**config.mk**
```make
export PLATFORM = sky130hd
export DESIGN_NAME = sram_rr_arbiter_flat
export DESIGN_NICKNAME = d
export VERILOG_FILES = /design/src/rtl/sram_arb_pkg.sv /design/src/rtl/sram_rr_arbiter_if.sv /design/src/rtl/rr_arbiter.sv /design/src/rtl/sram_rr_arbiter.sv /design/src/flat_wrapper.sv
export SDC_FILE = /design/constraint.sdc
export NUM_CORES = 1
export LEC_CHECK = 0
export BUFFER_PORTS_ARGS = -buffer_cell sky130_fd_sc_hd__buf_2
export CAP_MARGIN = 20
export CORE_AREA = 3 3 116 118
export DETAILED_ROUTE_END_ITERATION = 12
export DIE_AREA = 0 0 119 121
export PLACE_DENSITY = 0.57
export SLEW_MARGIN = 20
export SYNTH_ARGS = -nofsm -noshare
export SYNTH_HDL_FRONTEND = slang
export SYNTH_SLANG_ARGS = --single-unit
```
**constraint.sdc**
```tcl
create_clock -name clk -period 2 [get_ports clk]
set_clock_uncertainty 0.15 [all_clocks]
set_input_delay 0.1 -clock clk [delete_from_list [all_inputs] [get_ports clk]]
set_output_delay 0.1 -clock clk [all_outputs]
set_load 0.05 [all_outputs]
```
**src/rtl/sram_arb_pkg.sv**
```systemverilog
// rtl/sram_arb_pkg.sv - shared widths and command/tag types for the SRAM round-robin arbiter
package sram_arb_pkg;

  localparam int SRAM_ADDR_W = 10;
  localparam int SRAM_DATA_W = 32;

  // Tags are sized for the largest supported requester count so the type
  // does not depend on any one instance's NUM_REQ.
  localparam int MAX_REQ = 4;
  localparam int OWNER_W = $clog2(MAX_REQ);

  typedef struct packed {
    logic                   we;
    logic [SRAM_ADDR_W-1:0] addr;
    logic [SRAM_DATA_W-1:0] bm;
    logic [SRAM_DATA_W-1:0] wdata;
  } sram_cmd_t;

  typedef struct packed {
    logic               valid;
    logic               we;
    logic [OWNER_W-1:0] owner;
  } sram_tag_t;

endpackage

```
**src/rtl/sram_rr_arbiter_if.sv**
```systemverilog
// rtl/sram_rr_arbiter_if.sv - requester command/response bus for the SRAM arbiter
interface sram_rr_arbiter_if
  import sram_arb_pkg::*;
#(
  parameter int NUM_REQ = 2,
  parameter int ADDR_W  = SRAM_ADDR_W,
  parameter int DATA_W  = SRAM_DATA_W
) ();

  logic [NUM_REQ-1:0]        req_valid;
  logic [NUM_REQ-1:0]        req_ready;
  logic [NUM_REQ-1:0]        req_we;
  logic [NUM_REQ*ADDR_W-1:0] req_addr;
  logic [NUM_REQ*DATA_W-1:0] req_bm;
  logic [NUM_REQ*DATA_W-1:0] req_wdata;
  logic [NUM_REQ-1:0]        rsp_valid;
  logic                      rsp_we;
  logic [DATA_W-1:0]         rsp_rdata;

  // Requester side
  modport master (
    output req_valid, req_we, req_addr, req_bm, req_wdata,
    input  req_ready, rsp_valid, rsp_we, rsp_rdata
  );

  // Arbiter side
  modport slave (
    input  req_valid, req_we, req_addr, req_bm, req_wdata,
    output req_ready, rsp_valid, rsp_we, rsp_rdata
  );

endinterface

```
**src/rtl/rr_arbiter.sv**
```systemverilog
// rtl/rr_arbiter.sv - round-robin grant with pointer advanced past each winner
module rr_arbiter #(
  parameter int NUM_REQ = 2
) (
  input  logic               clk,
  input  logic               rst,
  input  logic [NUM_REQ-1:0] i_req,
  input  logic               i_update,
  output logic [NUM_REQ-1:0] o_grant
);

  localparam int PTR_W = (NUM_REQ > 1) ? $clog2(NUM_REQ) : 1;

  logic [PTR_W-1:0] r_ptr;
  logic [PTR_W-1:0] w_ptr_next;
  logic             w_found;

  // Search from the pointer upward, then wrap to the low indices below it
  always_comb begin
    o_grant    = '0;
    w_ptr_next = r_ptr;
    w_found    = 1'b0;
    for (int i = 0; i < NUM_REQ; i++) begin
      if (!w_found && (i >= int'(r_ptr)) && i_req[i]) begin
        w_found    = 1'b1;
        o_grant[i] = 1'b1;
        w_ptr_next = (i == NUM_REQ - 1) ? '0 : PTR_W'(i + 1);
      end
    end
    // Any requester still found here lies below the pointer (wrap-around)
    for (int i = 0; i < NUM_REQ; i++) begin
      if (!w_found && i_req[i]) begin
        w_found    = 1'b1;
        o_grant[i] = 1'b1;
        w_ptr_next = (i == NUM_REQ - 1) ? '0 : PTR_W'(i + 1);
      end
    end
  end

  // Pointer moves only when a grant is actually taken
  always_ff @(posedge clk) begin
    if (rst) begin
      r_ptr <= '0;
    end else if (i_update) begin
      r_ptr <= w_ptr_next;
    end
  end

endmodule

```
**src/rtl/sram_rr_arbiter.sv**
```systemverilog
// rtl/sram_rr_arbiter.sv - shares one 1024x32 SRAM macro among NUM_REQ requesters
module sram_rr_arbiter
  import sram_arb_pkg::*;
#(
  parameter int NUM_REQ = 2,
  parameter int ADDR_W  = SRAM_ADDR_W,
  parameter int DATA_W  = SRAM_DATA_W
) (
  input  logic                clk,
  input  logic                rst,
  sram_rr_arbiter_if.slave    bus,
  output logic [ADDR_W-1:0]   sram_addr,
  output logic [DATA_W-1:0]   sram_bm,
  output logic [DATA_W-1:0]   sram_din,
  output logic                sram_wen,
  output logic                sram_ren,
  output logic                sram_men,
  input  logic [DATA_W-1:0]   sram_dout
);

  logic [NUM_REQ-1:0] w_grant;
  logic               w_take;
  sram_cmd_t          w_cmd;
  logic [OWNER_W-1:0] w_owner;

  logic [ADDR_W-1:0]  r_addr;
  logic [DATA_W-1:0]  r_bm;
  logic [DATA_W-1:0]  r_din;
  logic               r_wen;
  logic               r_ren;
  sram_tag_t          r_s1_tag;
  sram_tag_t          r_s2_tag;

  rr_arbiter #(
    .NUM_REQ (NUM_REQ)
  ) u_rr (
    .clk      (clk),
    .rst      (rst),
    .i_req    (bus.req_valid),
    .i_update (w_take),
    .o_grant  (w_grant)
  );

  // No back-pressure downstream, so every grant outside reset is a transfer
  assign bus.req_ready = rst ? '0 : w_grant;
  assign w_take        = (|w_grant) & ~rst;

  // Select the granted requester's payload from the flattened buses
  always_comb begin
    w_cmd   = '0;
    w_owner = '0;
    for (int i = 0; i < NUM_REQ; i++) begin
      if (w_grant[i]) begin
        w_cmd.we    = bus.req_we[i];
        w_cmd.addr  = bus.req_addr[i*ADDR_W +: ADDR_W];
        w_cmd.bm    = bus.req_bm[i*DATA_W +: DATA_W];
        w_cmd.wdata = bus.req_wdata[i*DATA_W +: DATA_W];
        w_owner     = OWNER_W'(i);
      end
    end
  end

  // Stage 1: register the accepted command onto the SRAM pins; data pins hold when idle
  always_ff @(posedge clk) begin
    if (rst) begin
      r_addr   <= '0;
      r_bm     <= '0;
      r_din    <= '0;
      r_wen    <= 1'b0;
      r_ren    <= 1'b0;
      r_s1_tag <= '0;
    end else begin
      r_wen          <= w_take & w_cmd.we;
      r_ren          <= w_take & ~w_cmd.we;
      r_s1_tag.valid <= w_take;
      r_s1_tag.we    <= w_cmd.we;
      r_s1_tag.owner <= w_owner;
      if (w_take) begin
        r_addr <= w_cmd.addr;
        r_bm   <= w_cmd.bm;
        r_din  <= w_cmd.wdata;
      end
    end
  end

  // Stage 2: tag follows the access by one cycle, aligned with SRAM read data
  always_ff @(posedge clk) begin
    if (rst) begin
      r_s2_tag <= '0;
    end else begin
      r_s2_tag <= r_s1_tag;
    end
  end

  assign sram_addr = r_addr;
  assign sram_bm   = r_bm;
  assign sram_din  = r_din;
  assign sram_wen  = r_wen;
  assign sram_ren  = r_ren;
  assign sram_men  = r_wen | r_ren;

  // Decode the stage-2 owner into the one-hot response pulse
  always_comb begin
    bus.rsp_valid = '0;
    for (int i = 0; i < NUM_REQ; i++) begin
      if (r_s2_tag.valid && (r_s2_tag.owner == OWNER_W'(i))) begin
        bus.rsp_valid[i] = 1'b1;
      end
    end
  end

  assign bus.rsp_we    = r_s2_tag.valid & r_s2_tag.we;
  assign bus.rsp_rdata = (r_s2_tag.valid && !r_s2_tag.we) ? sram_dout : '0;

endmodule

```
**src/flat_wrapper.sv**
```systemverilog
// flat-port wrapper written by rule: the top's interface ports become plain ports
module sram_rr_arbiter_flat import sram_arb_pkg::*;
#(
  parameter int NUM_REQ = 2,
  parameter int ADDR_W  = SRAM_ADDR_W,
  parameter int DATA_W  = SRAM_DATA_W
)
  (clk, rst, sram_addr, sram_bm, sram_din, sram_wen, sram_ren, sram_men, sram_dout, bus_req_valid, bus_req_we, bus_req_addr, bus_req_bm, bus_req_wdata, bus_req_ready, bus_rsp_valid, bus_rsp_we, bus_rsp_rdata);
  sram_rr_arbiter_if #(.NUM_REQ(NUM_REQ), .ADDR_W(ADDR_W), .DATA_W(DATA_W)) bus_i ();
  input  logic clk;
  input  logic rst;
  output logic [ADDR_W-1:0] sram_addr;
  output logic [DATA_W-1:0] sram_bm;
  output logic [DATA_W-1:0] sram_din;
  output logic sram_wen;
  output logic sram_ren;
  output logic sram_men;
  input  logic [DATA_W-1:0] sram_dout;
  input wire logic [$bits(bus_i.req_valid)-1:0] bus_req_valid;
  input wire logic [$bits(bus_i.req_we)-1:0] bus_req_we;
  input wire logic [$bits(bus_i.req_addr)-1:0] bus_req_addr;
  input wire logic [$bits(bus_i.req_bm)-1:0] bus_req_bm;
  input wire logic [$bits(bus_i.req_wdata)-1:0] bus_req_wdata;
  output wire logic [$bits(bus_i.req_ready)-1:0] bus_req_ready;
  output wire logic [$bits(bus_i.rsp_valid)-1:0] bus_rsp_valid;
  output wire logic [$bits(bus_i.rsp_we)-1:0] bus_rsp_we;
  output wire logic [$bits(bus_i.rsp_rdata)-1:0] bus_rsp_rdata;
  assign bus_i.req_valid = bus_req_valid;
  assign bus_i.req_we = bus_req_we;
  assign bus_i.req_addr = bus_req_addr;
  assign bus_i.req_bm = bus_req_bm;
  assign bus_i.req_wdata = bus_req_wdata;
  assign bus_req_ready = bus_i.req_ready;
  assign bus_rsp_valid = bus_i.rsp_valid;
  assign bus_rsp_we = bus_i.rsp_we;
  assign bus_rsp_rdata = bus_i.rsp_rdata;
  sram_rr_arbiter #(.NUM_REQ(NUM_REQ), .ADDR_W(ADDR_W), .DATA_W(DATA_W)) u_core (.clk(clk), .rst(rst), .bus(bus_i), .sram_addr(sram_addr), .sram_bm(sram_bm), .sram_din(sram_din), .sram_wen(sram_wen), .sram_ren(sram_ren), .sram_men(sram_men), .sram_dout(sram_dout));
endmodule
```
Yosys cells after proc, flatten, opt, wreduce, memory -nomap -nowiden --
Index checks and enable logic that the tools add are counted.
Operators by class: eq/ne operators 1, divide/modulo/power cells 0, bitwise operators 7, shift-type cells 0, multiplexer cells 17, reduce and logical (&&, ||, !) cells 15, multiply operators 0, $lt $le $gt $ge 1, $add $sub $neg 0
Operator list (number):
- 75-bit 2-to-1 mux | 2
- 32-bit 2-to-1 mux | 1
- 1-bit 2-to-1 mux | 13
- 1-bit logical AND | 7
- 1-bit bitwise AND | 4
- 1-bit logical NOT | 4
- 4-bit nonzero test | 1
- 2-bit by 1-bit equality test with 1-bit output, second input constant | 1
- 2-bit logical NOT | 1
- 2-bit 2-to-1 mux | 1
- 1-bit inverter | 2
- 2-bit AND reduction | 1
- 2-bit OR reduction | 1
- 1-bit greater-or-equal comparator, first input constant | 1
- 1-bit bitwise OR | 1
Word-level totals: bits in registers 85, memories 0, input bits 186, logic and storage cells 53, bits in read-only memories 0, bits in writable memories 0, latch bits 0

Longest topological paths before layout --
word-level depth 15, gate-level depth with buffers 5

Cells and area by module --
A second synthesis with hierarchy kept.
Second synthesis, totals: cell total of the unflattened synthesis 402, area total of the unflattened synthesis 3992.6 µm²
Modules (own cells, without submodules):
- sram_rr_arbiter | sequential area each 1641.6 µm², area each 3927.5 µm², instances 1, cells each 395
- rr_arbiter | sequential area each 20.0 µm², area each 65.1 µm², instances 1, cells each 7

Worst setup path before layout --
No wires, ideal clock.
path kind reg-to-output, start register u_core.r_s2_tag[3] (netlist name), end output port bus_rsp_rdata[0], slack 548 ps, data required time 1750 ps, arrival 1202 ps, cell stages (with the launch flop) 4, cells stage by stage dfxtp_1 -> nor2b_1 -> clkbuf_1 -> and2_1
On the way: longest elaborated chain between the ends 2
RTL lines:
- start, declared | RTL line sram_rr_arbiter.sv:32 | sram_tag_t r_s2_tag;
- start signal, assigned | RTL line sram_rr_arbiter.sv:91 | r_s2_tag <= r_s1_tag;
- 1-bit logical AND | RTL line sram_rr_arbiter.sv:113 | assign bus.rsp_rdata = (r_s2_tag.valid && !r_s2_tag.we) ? sram_dout : '0;
- 32-bit 2-to-1 mux | RTL line sram_rr_arbiter.sv:113
- end, declared | RTL line flat_wrapper.sv:27 | output wire logic [$bits(bus_i.rsp_rdata)-1:0] bus_rsp_rdata;
Every way passes these cells.

Final worst setup path --
start register u_core.u_rr.r_ptr, end register u_core.r_bm[15], in the netlist u_core.sram_bm[15]
On the way: longest elaborated chain between the ends 14, elaborated cells on any way between the ends 18
RTL lines:
- start, declared | RTL line rr_arbiter.sv:14 | logic [PTR_W-1:0] r_ptr;
- start signal, assigned | RTL line rr_arbiter.sv:45 | r_ptr <= w_ptr_next;
- 1-bit greater-or-equal comparator * | RTL line rr_arbiter.sv:24 | if (!w_found && (i >= int'(r_ptr)) && i_req[i]) begin
- 1-bit logical AND * | RTL line rr_arbiter.sv:24
- 1-bit 2-to-1 mux * | RTL line rr_arbiter.sv:24
- 1-bit logical NOT | RTL line rr_arbiter.sv:24
- 1-bit logical AND | RTL line rr_arbiter.sv:24
- 1-bit 2-to-1 mux | RTL line rr_arbiter.sv:24
- 1-bit logical NOT | RTL line rr_arbiter.sv:32 | if (!w_found && i_req[i]) begin
- 1-bit logical AND | RTL line rr_arbiter.sv:32
- 1-bit 2-to-1 mux | RTL line rr_arbiter.sv:32
- 1-bit logical NOT | RTL line rr_arbiter.sv:32
- 1-bit logical AND | RTL line rr_arbiter.sv:32
- 1-bit 2-to-1 mux | RTL line rr_arbiter.sv:32
- 2-bit OR reduction | RTL line sram_rr_arbiter.sv:46 | assign w_take = (|w_grant) & ~rst;
- 1-bit bitwise AND | RTL line sram_rr_arbiter.sv:46
- end signal, assigned | RTL line sram_rr_arbiter.sv:80 | r_bm <= w_cmd.bm;
- end, declared | RTL line sram_rr_arbiter.sv:27 | logic [DATA_W-1:0] r_bm;
Mark *: on every way between the ends. The rest lies on a longest branch, timed or not. A chain may end at the register's enable or synchronous reset.

==> run metrics <==
run status=finished, final reports clean; Post-Layout Cell Count=952; fmax=528 MHz; Worst Path Arrival=1970 ps; DR DRC count=0; post-CTS setup buffers=0; antenna-violating nets left=0; post-synthesis cell type count=25; ratio of cells with drive above 1 in the final layout=0.425; HP Class=input port to flop; Avg WL per Cell=15.2 um; H-tree depth=3; Lkg Pwr=3.47 nW; global routing's busiest layer=met2; placed insts=783; Max-Cap Viols=0; Design Area, Final=6940 um2; Starting DRT DRC Count=190; GR Util met1=0.231; worst vdd ir=0.373 mV; Clock Pin Slew Worst Setup and Hold Paths=60 ps; worst-path fanout max=12; worst skew pair latency=340 ps; FILL cells=1,054; grt met3 use=0.0378; die width=119 um; initial core utilization=0.278; TritonCTS Buffers=9; Setup Viol. Count Final=0; CTS tree=built; DIE AREA=14,400 um2; drt first pass iters=4; Synth Warn #=0; Post-Synthesis Cells=333; Synth Flop Type=dfxtp_1; Syn Area/Cell=10.5 um2; Clock Path Buffers=2; Mapped Nets=519; Hold Vio Cnt, Final=0; die height=121 um; ys async rst share=0; Clk Tree Root Cell=clkbuf_16; first-pass GRT wire length=22,300 um; CP Capture Type=flop; final slew viol count=0; critical path class=flop to flop; core area=12,600 um2; DP HPWL=9410 um; Area Growth Syn to Fin=99.0%; initial antenna violation count=0; startpoint types=flop; GRT Util Overall=0.192; vias in the first global route=4,374; synthesized flop and latch total=83; Top-Level Pins=300; FP Rows=41; IO buf count=299; RSZ-0062 raised after global routing=no; CP required=2080 ps; cell area after synthesis=3490 um2; Post-synth EDFFs=0; Worst R2R Setup Slack=100 ps; pin count of the biggest net entering global routing=35; total wire length=14,400 um; CTS Sinks=83; DR vias=4,355; pwr dens=744 nW/um2; Tmin final=1900 ps; setup tns final=0 ps; M2 GR Usage=0.333; Slew HR=0.410; Cell Area, Placed=5090 um2; post-route clock period utilization=0.948; Slew @ Worst Pin=882 ps; Post-layout nets=959; total global routing overflow=0; GP Congestion=0.807; Seq/Total Area, Yosys=0.476; via/cell ratio=4.57
==> cell type report <==
type / instances / area (um2) / area share
well taps: 172 / 215 / 0.0310
clock inverters: 3 / 68.8 / 0.00991
clock buffers: 13 / 270 / 0.0389
flip-flops and latches: 83 / 1660 / 0.239
diodes: 2 / 5.00 / 0.000721
inverters: 1 / 3.75 / 0.000541
multi-input cells: 219 / 1640 / 0.237
repair buffers: 459 / 3080 / 0.443
==> timing repair <==
item	4_1_cts	5_1_grt
hold buffers	151	0
setup endpoints to repair	0	7
hold endpoints to repair	77	0
resized for setup	0	1
==> critical path, stage by stage, from the launching register on <==
cell and delay, ps:
dfxtp_1 430, nand2b_1 170, nand2_2 170, o221a_1 280
dlygate4sd3_1 570
==> cells in the mapped netlist, drive strengths merged (2+ instances only) <==
library cell  instances  share of area
nor3                 15          0.026
clkbuf               10          0.011
buf                  20          0.043
a21oi                 2         0.0029
a221o                62           0.18
dfxtp                83           0.48
nand3                 2         0.0029
nand2                 2         0.0022
o221a                12          0.039
nor2b                 6          0.013
nor2                 17          0.020
and2                 96           0.17
==> per-layer routing <==
layer  up-vias  share of wire
met5         -              0
met4         0          0.021
met3        21          0.054
met2       189           0.51
met1      2035           0.41
li1       2110              -
==> cells by family (layout without fill, tap and decap cells) <==
logic type / Yosys count / in the layout / synth area share
AO/OA/AOI/OAI: 79 / 79 / 0.228
buffers and inverters: 31 / 476 / 0.0552
flip-flops: 83 / 83 / 0.476
other: 0 / 2 / 0
AND/OR/NAND/NOR: 140 / 140 / 0.240
==> state kept, by name, summed over array words and instances (netlist names) <==
register           count
u_core.sram_ren        1
u_core.sram_wen        1
u_core.u_rr.r_ptr      1
u_core.sram_din       32
u_core.sram_bm        32
u_core.sram_addr      10
u_core.r_s1_tag        3
u_core.r_s2_tag        3
==> cells in the final DEF, fill, tap and decap left out, types with 2 or more instances in the layout <==
master / n
buf_2: 299
a221o_1: 62
a21oi_1: 2
diode_2: 2
nor3_4: 2
nand3_1: 2
nor3_1: 13
o221a_1: 12
nor2_1: 16
nor2b_1: 5
clkbuf_8: 3
dlygate4sd3_1: 151
and2_1: 96
bufinv_16: 2
buf_4: 9
dfxtp_1: 83
clkbuf_16: 9
==> per-stage QoR <==
stage	utilization	worst slack, ps	hold WS [ps]	total power [mW]
global placement	0.405	55.3	173	3.09
CTS	0.552	10.5	90.7	5.20
floorplan	-	548	87.8	2.70
global route	0.552	41.1	133	5.37
finish	0.553	105	106	5.16
detailed placement	0.405	30.1	178	3.09
==> report_power, final <==
part	switching (mW)	internal, mW
Sequential	0.0625	1.79
Combinational	0.880	0.581
Clock	0.653	1.20
Total	1.60	3.57
==> worst paths after layout <==
path	startpoint	depth (start not counted)	endpoint
worst max-delay path	u_core.u_rr.r_ptr$_SDFFE_PP0P_	4	u_core.sram_bm[15]$_SDFFE_PP0P_
worst min-delay path	rst	3	u_core.u_rr.r_ptr$_SDFFE_PP0P_
worst max register to register	u_core.u_rr.r_ptr$_SDFFE_PP0P_	4	u_core.sram_bm[15]$_SDFFE_PP0P_
worst min register to register	u_core.r_s1_tag[0]$_SDFF_PP0_	1	u_core.r_s2_tag[0]$_SDFF_PP0_
No activity file was read; power rests on OpenSTA's default activity.
